$ cat src/rtl/bally_pkg.sv
// Shared types and constants for the Bally cartridge loader.
package bally_pkg;

  typedef enum logic [1:0] {IDLE, LOAD, FILL, READY} cart_ld_state_t;

  localparam int          CART_MAX = 8192;
  localparam logic [12:0] MASK_2K  = 13'h07FF;
  localparam logic [12:0] MASK_4K  = 13'h0FFF;
  localparam logic [12:0] MASK_8K  = 13'h1FFF;

  // Smallest power-of-two window that holds the image; empty or large images use the full window.
  function automatic logic [12:0] mirror_mask(input logic [13:0] size);
    if (size != 14'd0 && size <= 14'd2048) return MASK_2K;
    if (size > 14'd2048 && size <= 14'd4096) return MASK_4K;
    return MASK_8K;
  endfunction

endpackage

$ cat src/rtl/bally_cart_loader.sv
// Cart image loader: captures ioctl BIN download, pads with fill byte, serves core reads.
// Define BALLY_CART_MIRROR_EN to mirror 2 KB / 4 KB images across the 8 KB window.
module bally_cart_loader
  import bally_pkg::*;
#(
  parameter int          ADDR_W     = 13,
  parameter logic [7:0]  LOAD_INDEX = 8'd1,
  parameter logic [7:0]  FILL_BYTE  = 8'hFF
) (
  input  logic              clk_sys,
  input  logic              reset,
  input  logic              ioctl_download,
  input  logic [7:0]        ioctl_index,
  input  logic              ioctl_wr,
  input  logic [24:0]       ioctl_addr,
  input  logic [7:0]        ioctl_dout,
  input  logic [ADDR_W-1:0] cpu_addr,
  output logic [7:0]        cpu_data,
  output logic [ADDR_W-1:0] ram_addr,
  output logic [7:0]        ram_din,
  output logic              ram_we,
  input  logic [7:0]        ram_q,
  output logic [ADDR_W:0]   cart_size,
  output logic              busy,
  output logic              overflow
);

  localparam int               SIZE_W = ADDR_W + 1;
  localparam logic [SIZE_W-1:0] WIN   = SIZE_W'(1) << ADDR_W;

  cart_ld_state_t    state, state_nxt;
  logic              dl_d;
  logic              rd_valid;
  logic [SIZE_W-1:0] fill_ptr;
  logic [SIZE_W-1:0] wr_end;
  logic [ADDR_W-1:0] ready_mask, rd_mask;
  logic              dl_rise, dl_fall, in_win, fill_done, fill_last;

  assign dl_rise   = ioctl_download & ~dl_d & (ioctl_index == LOAD_INDEX);
  assign dl_fall   = ~ioctl_download & dl_d;
  assign in_win    = (ioctl_addr[24:ADDR_W] == '0);
  assign wr_end    = SIZE_W'({1'b0, ioctl_addr[ADDR_W-1:0]}) + SIZE_W'(1);
  assign fill_done = (fill_ptr == WIN);
  assign fill_last = (fill_ptr == WIN - SIZE_W'(1));

`ifdef BALLY_CART_MIRROR_EN
  assign ready_mask = ADDR_W'(mirror_mask(14'(cart_size)));
`else
  assign ready_mask = ADDR_W'(MASK_8K);
`endif
  assign rd_mask = (state == READY) ? ready_mask : '1;

  always_comb begin
    state_nxt = state;
    ram_we    = 1'b0;
    ram_addr  = cpu_addr & rd_mask;
    ram_din   = FILL_BYTE;
    case (state)
      LOAD: begin
        if (ioctl_wr && in_win) begin
          ram_we   = 1'b1;
          ram_addr = ioctl_addr[ADDR_W-1:0];
          ram_din  = ioctl_dout;
        end
        // A full image has nothing to pad, so skip FILL entirely.
        if (dl_fall) state_nxt = (cart_size == WIN) ? READY : FILL;
      end
      FILL: begin
        if (fill_done) begin
          state_nxt = READY;
        end else begin
          ram_we   = 1'b1;
          ram_addr = fill_ptr[ADDR_W-1:0];
          if (fill_last) state_nxt = READY;
        end
      end
      default: ;
    endcase
    if (dl_rise) state_nxt = LOAD;
  end

  always_ff @(posedge clk_sys or posedge reset) begin
    if (reset) begin
      state     <= IDLE;
      dl_d      <= 1'b0;
      rd_valid  <= 1'b0;
      cart_size <= '0;
      overflow  <= 1'b0;
      fill_ptr  <= '0;
    end else begin
      state    <= state_nxt;
      dl_d     <= ioctl_download;
      rd_valid <= (state == READY);
      if (dl_rise) begin
        cart_size <= '0;
        overflow  <= 1'b0;
      end else if (state == LOAD && ioctl_wr) begin
        if (!in_win)               overflow  <= 1'b1;
        else if (wr_end > cart_size) cart_size <= wr_end;
      end
      // Track size while loading so the pad pointer starts at the image end.
      if (state == LOAD)                  fill_ptr <= cart_size;
      else if (state == FILL && !fill_done) fill_ptr <= fill_ptr + SIZE_W'(1);
    end
  end

  assign busy     = (state == LOAD) || (state == FILL);
  assign cpu_data = rd_valid ? ram_q : FILL_BYTE;

endmodule

$ cat config.mk
export PLATFORM = sky130hd
export DESIGN_NAME = bally_cart_loader
export DESIGN_NICKNAME = d
export VERILOG_FILES = /design/src/rtl/bally_pkg.sv /design/src/rtl/bally_cart_loader.sv
export SDC_FILE = /design/constraint.sdc
export NUM_CORES = 1
export LEC_CHECK = 0
export BUFFER_PORTS_ARGS = -buffer_cell sky130_fd_sc_hd__buf_2
export CAP_MARGIN = 20
export CORE_ASPECT_RATIO = 0.75
export CORE_MARGIN = 2
export CORE_UTILIZATION = 45
export CTS_CLUSTER_SIZE = 14
export DETAILED_ROUTE_END_ITERATION = 16
export PLACE_DENSITY = 0.79
export SYNTH_ARGS = -nofsm -noshare
export SYNTH_HDL_FRONTEND = slang
export SYNTH_SLANG_ARGS = --single-unit
$ cat constraint.sdc
create_clock -name clk_sys -period 2.4 [get_ports clk_sys]
set_clock_uncertainty 0.2 [all_clocks]
set_input_delay 0.24 -clock clk_sys [delete_from_list [all_inputs] [get_ports clk_sys]]
set_output_delay 0.24 -clock clk_sys [all_outputs]
set_load 0.01 [all_outputs]
# Word-level counts from Yosys, hierarchy flattened
# Cells that the tools add are included.
# totals
regBits	33
in_bits	66
out_inout_bits	46
elab_cells	62
# op_classes
add_sub_neg	2
n_lt_le_gt_ge	1
n_eq_ne	10
n_mux	24
bitwise_logic	5
n_reduce_logical	14
# op_table
cell	count
2-to-1 mux 14 bit	6
equality test 14 bit, second input constant	2
2-to-1 mux 13 bit	2
case mux 13 bit (2 select lines)	1
2-to-1 mux 8 bit	3
adder 13 x 1 -> 14 bit, second input constant	1
adder 14 x 1 -> 14 bit, second input constant	1
equality test 14 x 13 -> 1 bit, second input constant	1
> comparator 14 bit	1
logical NOT 12 bit	1
equality test 8 x 1 -> 1 bit, second input constant	1
2-to-1 mux 2 bit	4
nonzero test 2 bit	4
2-to-1 mux 1 bit	6
AND reduction 3 bit	2
equality test 2 bit, second input constant	2
inequality test 4 bit, second input constant	1
case mux 2 bit (2 select lines)	1
AND 1 bit	3
logical AND 1 bit	3
inequality test 3 bit, second input constant	1
nonzero test 3 bit	1
equality test 2 x 1 -> 1 bit, second input constant	1
inequality test 2 bit, second input constant	1
other kinds (5)	6

# Depth between registers and ports, before layout
# Gate-level depths: netlist of the first run.
# logic_depth
depth_word	6
depth_mapped	13

# Worst setup path after synthesis of the first run
# OpenSTA, ideal clock, no wires.
# synth_timing
path_type	in2reg
from	input port ioctl_addr[0]
to	register cart_size[0]
arrival_time_ns	2.653
setup_slack_ns	-0.531
path_stages	12
n_path_buf	1
cell_sequence	ha_1 nand3_1 nor4_1 xnor2_1 inv_1 ha_1 nand4_2 nor3_1 or4_4 o21ai_2 buf_6 o2bb2ai_1
# synth_between
elab_chain_cells	5
# synth_rtl
item	line	text
start: declaration	bally_cart_loader.sv:15	input logic [24:0] ioctl_addr,
adder 13 x 1 -> 14 bit (*)	bally_cart_loader.sv:42	assign wr_end = SIZE_W'({1'b0, ioctl_addr[ADDR_W-1:0]}) + SIZE_W'(1);
parallel branches: the longest is 4 deep, another holds > comparator 14 bit	--	
end signal: assignment	bally_cart_loader.sv:99	else if (wr_end > cart_size) cart_size <= wr_end;
end: declaration	bally_cart_loader.sv:23	output logic [ADDR_W:0] cart_size,
# Mark *: on every way between the ends. The select of a mux whose other input is x is not followed.
# A chain may end at the register's enable or synchronous reset.

# Final worst setup path of the first run
# layout_timing
from	input port ioctl_addr[8]
to	register cart_size[9]
# The elaborated chain is that of the path after synthesis.

==> impl_metrics.json, run 1 <==
{
  "status": "complete, but fails checks",
  "violations": "setup timing",
  "ys.flop_type": "dfrtp_1",
  "min_from": "ioctl_wr",
  "htreeDepth": 2,
  "worst_pin_slew_ps": 508,
  "post-place-ws_ps": -845,
  "place_hpwl_um": 7540,
  "antenna_cells": 0,
  "crit_slowest_cell": "or4_4",
  "cp_common_cell": "and3_4",
  "core_area_um2": 5920,
  "intPower_mw": 1.83,
  "relSlewSlack_pct": 65.9,
  "hp-class": "primary input to flip-flop",
  "root_buffer": "clkbuf_8",
  "fin_ws_ps": -228,
  "power_leakage_nw": 2.14,
  "p_sw_share_pct": 43.5,
  "worstSetupEndpointType": "flip-flop",
  "required_ps": 2390,
  "finalSetupViolations": 27,
  "insertion_delay_ps": 300,
  "hold_viol": 0,
  "numCtsBuffers": 5,
  "synth_most_common_cell": "nand2_1",
  "synth_warnings": 0,
  "viasPerCell": 5.94,
  "post-route-drc-count": 0,
  "maxCapViolCount": 0,
  "max_freq_mhz": 381,
  "grt_antenna_before_repair": 0,
  "clockBufferDepth": 2,
  "initial_core_util_pct": 47.5,
  "synth_top_area_share_pct": 29.4,
  "grt_usage_pct": 31.1,
  "drt_iter0_markers": 258,
  "syn-cell-area_um2": 2810,
  "gp_congestion": 0.960,
  "p_switching_mw": 1.41,
  "area.growth.synth_to_final_pct": 66.3,
  "whs_ps": 24.1,
  "final_util_pct": 79.0,
  "io_pins": 112,
  "power_density_nw_per_um2": 692,
  "vias": 3580,
  "grt_pass1_vias": 3329,
  "fin_crit_sh_pct": 110,
  "port-buffer-count": 111,
  "synth.avg_cell_area_um2": 8.37,
  "power_frac_comb_pct": 53.7,
  "crit_type": "primary input to flip-flop",
  "r2r-end": "cart_size[1]",
  "hold_end": "overflow",
  "nFillCells": 372,
  "grt_max_degree": 34,
  "synth.ff_latch_count": 33,
  "reg2regPathDepth": 9,
  "synth_top_cell_by_area": "dfrtp_1",
  "ff2ff_setup_slack_ps": 10,
  "holdPathStages": 3,
  "rows": 24,
  "cp.arrival_ps": 2620,
  "synthTopCellsByArea": "dfrtp_1 (29%), ha_1 (8.9%), nand2_1 (5.6%)",
  "syn-num-nets": 422,
  "ys_types": 49,
  "drtAntennaViolNets": 0,
  "routed_wl_um": 11800,
  "power_frac_seq_pct": 28.7,
  "synth_enable_flop_cells": 0,
  "cts.sinks": 33,
  "rsz0062_at_grt": "yes",
  "grt_first_pass_wirelength_um": 16300,
  "r2r-start": "cart_size[5]",
  "cp-start-kind": "primary input",
  "synthesis.instances": 336,
  "synth_common_cells": "nand2_1 (42), dfrtp_1 (33), inv_1 (33)",
  "dieWidth_um": 95.3,
  "tritoncts": "built",
  "finalCriticalPeriod_ps": 2630,
  "finalNetCount": 610,
  "power_frac_clock_pct": 17.6,
  "ir_drop_mv": 0.468,
  "die-area_um2": 6900,
  "drive_gt1_share_pct": 56.6,
  "cpPeakStageDelay_ps": 460,
  "die_h_um": 72.5,
  "drtPass1Iterations": 6,
  "path_cells": "buf_6, and3_4, and3_4, and3_4, xnor2_4, inv_2, ha_4, a211oi_2, nor2_1, or4_4, o21ai_4, buf_6, o2bb2ai_2",
  "crit_fanout": 6,
  "synthArstFlopShare_pct": 100,
  "slew_violations": 0,
  "worst_path_dominant_cell_family": "simple AND/OR/NAND/NOR gates",
  "wire_per_inst_um": 19.6,
  "clk_pin_slew_ps": 80,
  "overflow": 0,
  "yosysSeqAreaShare_pct": 29.4,
  "crit_buf_inv": 3
}
## state kept, by name, indices dropped and copies added, names as in the netlist
signal / cells
cart_size: 14
dl_d: 1
fill_ptr: 14
overflow: 1
rd_valid: 1
state: 2
## timing repair
action,4_1_cts,5_1_grt
endpoints found under the hold margin,34,0
setup buffers,14,6
gates resized for setup,39,52
pin swaps,18,22
hold buffers,2,0
endpoints found under the setup margin,36,36
## kinds of logic (layout without fill, tap and decap cells)
| family | Yosys count | in the layout | synth area share [%] |
|---|---|---|---|
| xor gates and xnor gates | 24 | 24 | 7.48 |
| AOI/OAI and AO/OA | 74 | 74 | 20.7 |
| and+or+nand+nor | 140 | 140 | 26.7 |
| buffers and inverters | 45 | 234 | 6.90 |
| adders and majority gates | 20 | 20 | 8.90 |
| DFF | 33 | 33 | 29.4 |
## how the worst max path moves through the flow
stage,startpoint,to,slack [ps],cells after the start
after floorplan,ioctl_addr[6],cart_size[5],-250,12
after global placement,ioctl_addr[0],cart_size[2],-640,13
final,ioctl_addr[8],cart_size[9],-230,13
after CTS,ioctl_addr[8],cart_size[8],-170,13
after detailed placement,ioctl_addr[0],cart_size[1],-850,12
after global routing,ioctl_addr[1],cart_size[9],-280,14
## cell type report
class,count,area (µm²),area share [%]
Clock buffer,7,86.3,1.85
Clock inverter,1,30.0,0.642
Inverter,33,124,2.65
Multi-Input combinational cell,258,2260,48.3
Sequential cell,33,830,17.7
Tap cell,78,97.6,2.09
Timing Repair Buffer,193,1250,26.7
## placed cells by master (no fill, tap or decap), types with 10 or more instances in the layout
cell type,n
buf_2,105
a22oi_1,13
o21ai_0,14
nand2_1,27
buf_4,73
buf_6,12
nand2_2,12
o2bb2ai_2,12
nand4_1,13
xor2_1,13
nor2_1,25
o21ai_1,12
dfrtp_1,30
ha_4,10
inv_1,27
## worst min-delay path: cells and delay by family
family / cells / cell delay [ps]
compound gates: 1 / 70
buf+inv: 1 / 100
simple gates: 1 / 80
## per-stage QoR
stage / cell area (µm²) / total power, mW / setup TNS (ps) / instances
after floorplan: 2970 / 1.64 / -3120 / 336
after global placement: 4010 / 2.17 / -8490 / 573
after detailed placement: 4010 / 2.22 / -10830 / 573
after CTS: 4460 / 2.87 / -2110 / 597
after global routing: 4680 / 3.39 / -5470 / 603
final: 4680 / 3.24 / -4040 / 603
## layer usage
metal | vias up | wire length (µm) | global-route usage (%)
met5 | - | 0 | 0
met4 | 0 | 708 | 12.1
met3 | 77 | 1300 | 7.37
met2 | 294 | 5440 | 51.2
met1 | 1651 | 4370 | 39.6
li1 | 1558 | - | -
## power by group through the flow
stage          logic (mW)  clock network (mW)  registers, mW
2_1_floorplan       0.782                   0          0.859
3_3_place_gp         1.29                   0          0.886
4_1_cts              1.43               0.560          0.878
5_1_grt              1.85               0.600          0.945
3_5_place_dp         1.32                   0          0.897
6_report             1.74               0.570          0.929
(Power assumes the default switching activity.)
==> run 2, diff against run 1 <==
--- a/config.mk
+++ b/config.mk
@@ -5,14 +5,15 @@
 export SDC_FILE = /design/constraint.sdc
 export NUM_CORES = 1
 export LEC_CHECK = 0
-export BUFFER_PORTS_ARGS = -buffer_cell sky130_fd_sc_hd__buf_2
 export CAP_MARGIN = 20
 export CORE_ASPECT_RATIO = 0.75
 export CORE_MARGIN = 2
 export CORE_UTILIZATION = 45
 export CTS_CLUSTER_SIZE = 14
 export DETAILED_ROUTE_END_ITERATION = 16
-export PLACE_DENSITY = 0.79
+export DONT_BUFFER_PORTS = 1
+export PLACE_DENSITY = 0.64
+export SKIP_LAST_GASP = 1
 export SYNTH_ARGS = -nofsm -noshare
 export SYNTH_HDL_FRONTEND = slang
 export SYNTH_SLANG_ARGS = --single-unit
==> impl_metrics.json, run 2 (synthesis results as in run 1) <==
{
  "crit_fanout": 5,
  "cts.sinks": 33,
  "required_ps": 2380,
  "fin_ws_ps": -49.6,
  "htreeDepth": 2,
  "grt_usage_pct": 27.1,
  "dieWidth_um": 95.3,
  "p_switching_mw": 1.28,
  "relSlewSlack_pct": 68.6,
  "drtPass1Iterations": 6,
  "insertion_delay_ps": 290,
  "maxCapViolCount": 0,
  "finalSetupViolations": 23,
  "grt_pass1_vias": 2756,
  "grt_first_pass_wirelength_um": 14300,
  "power_frac_comb_pct": 52.2,
  "drive_gt1_share_pct": 42.3,
  "grt_max_degree": 34,
  "intPower_mw": 1.78,
  "instances_no_fill": 494,
  "antenna_cells": 0,
  "worst_pin_slew_ps": 472,
  "crit_cells": 12,
  "place_hpwl_um": 6770,
  "reg2regPathDepth": 8,
  "slew_violations": 0,
  "power_frac_seq_pct": 29.3,
  "crit_buf_inv": 2,
  "die-area_um2": 6900,
  "port-buffer-count": 0,
  "finalCriticalPeriod_ps": 2450,
  "status": "complete, but fails checks",
  "cpPeakStageDelay_ps": 550,
  "post-route-drc-count": 0,
  "max_freq_mhz": 408,
  "cp_common_cell": "ha_4",
  "layout_commonest_cell": "buf_4",
  "worstSetupEndpointType": "flip-flop",
  "power_density_nw_per_um2": 763,
  "viasPerCell": 5.82,
  "holdPathStages": 3,
  "nFillCells": 459,
  "overflow": 0,
  "reg_top3": "cart_size: 14 flops, fill_ptr: 14 flops, state: 2 flops",
  "finalNetCount": 501,
  "fin_crit_sh_pct": 102,
  "hp-class": "primary input to flip-flop",
  "clk_pin_slew_ps": 70,
  "drt_iter0_markers": 199,
  "worst_path_dominant_cell_family": "simple AND/OR/NAND/NOR gates",
  "setup_tns_ps": -686,
  "hold_viol": 0,
  "routed_wl_um": 9190,
  "rsz0062_at_grt": "yes",
  "numCtsBuffers": 5,
  "io_pins": 112,
  "initial_core_util_pct": 47.5,
  "clockBufferDepth": 2,
  "power_leakage_nw": 1.71,
  "crit_slowest_cell": "or4_4",
  "power_frac_clock_pct": 18.6,
  "grt_antenna_before_repair": 0,
  "die_h_um": 72.5,
  "crit_type": "primary input to flip-flop",
  "root_buffer": "clkbuf_8",
  "vias": 2873,
  "cp-start-kind": "primary input",
  "wire_per_inst_um": 18.6,
  "core_area_um2": 5920,
  "cp.arrival_ps": 2430,
  "path_cells": "ha_4, nand3_4, nor4_4, xnor2_1, inv_1, ha_4, nand4_4, nor3_2, or4_4, o21ai_4, buf_6, o2bb2ai_2",
  "drtAntennaViolNets": 0,
  "tritoncts": "built",
  "violations": "setup timing",
  "gp_congestion": 0.872,
  "final_cell_mix": "buf_4 (74), inv_1 (31), dfrtp_1 (31)",
  "ir_drop_mv": 0.419,
  "post-place-ws_ps": -598,
  "rows": 24,
  "p_sw_share_pct": 41.7,
  "dp.cells": 466,
  "area.growth.synth_to_final_pct": 42.6
}
## run 2: metrics by stage
stage | total power [mW] | hold WS (ps) | instance area, µm² | utilization (%)
6_report | 3.06 | 28.5 | 4010 | 67.8
5_1_grt | 3.24 | 43.2 | 4010 | 67.8
4_1_cts | 2.88 | 26.6 | 3880 | 65.5
3_5_place_dp | 2.15 | 69.8 | 3490 | 59.0
3_3_place_gp | 2.11 | 65.5 | 3490 | 59.0
2_1_floorplan | 1.64 | 71.4 | 2970 | -
## run 2: tightest hold or removal path, delay by kind of cell
family / cells / cell delay, ps
compound gates: 1 / 60
simple gates: 1 / 70
buf+inv: 1 / 110
## run 2: timing repair
action                                  CTS  global route
hold buffers                              4             0
endpoints found under the setup margin   27            27
endpoints found under the hold margin    36             0
gates resized for setup                  37            23
setup buffers                            10             6
pin swaps                                23             9
## run 2: final timing paths
check / end / start / slack (ps)
setup / recovery: cart_size[9] / ioctl_addr[1] / -50
hold / removal: cart_size[13] / ioctl_addr[11] / 30
setup reg to reg: cart_size[9] / cart_size[13] / 90
hold reg to reg: state[0] / state[0] / 390
max in group asynchronous: fill_ptr[8] / reset / 1350
min in group asynchronous: fill_ptr[0] / reset / 290
## run 2: power groups by stage
stage	Combinational, mW	Clock (mW)	Sequential [mW]
2_1_floorplan	0.782	0	0.859
3_3_place_gp	1.24	0	0.869
3_5_place_dp	1.27	0	0.875
4_1_cts	1.43	0.576	0.871
5_1_grt	1.73	0.601	0.912
6_report	1.60	0.569	0.895
## run 2: cell type report
class	count	area (µm²)	share of cell area, %
repair buffers	84	681	17.0
well taps	78	97.6	2.43
multi-input cells	258	2160	53.9
clock inverters	1	30.0	0.749
flip-flops and latches	33	828	20.7
inverters	33	124	3.09
clock buffers	7	86.3	2.15
## run 2: layer usage
| layer | up-vias | wire length, µm | GRT usage, % |
|---|---|---|---|
| met1 | 1366 | 3860 | 36.1 |
| met3 | 9 | 897 | 8.62 |
| li1 | 1344 | - | - |
| met5 | - | 0 | 0 |
| met4 | 0 | 57 | 4.99 |
| met2 | 154 | 4380 | 43.7 |
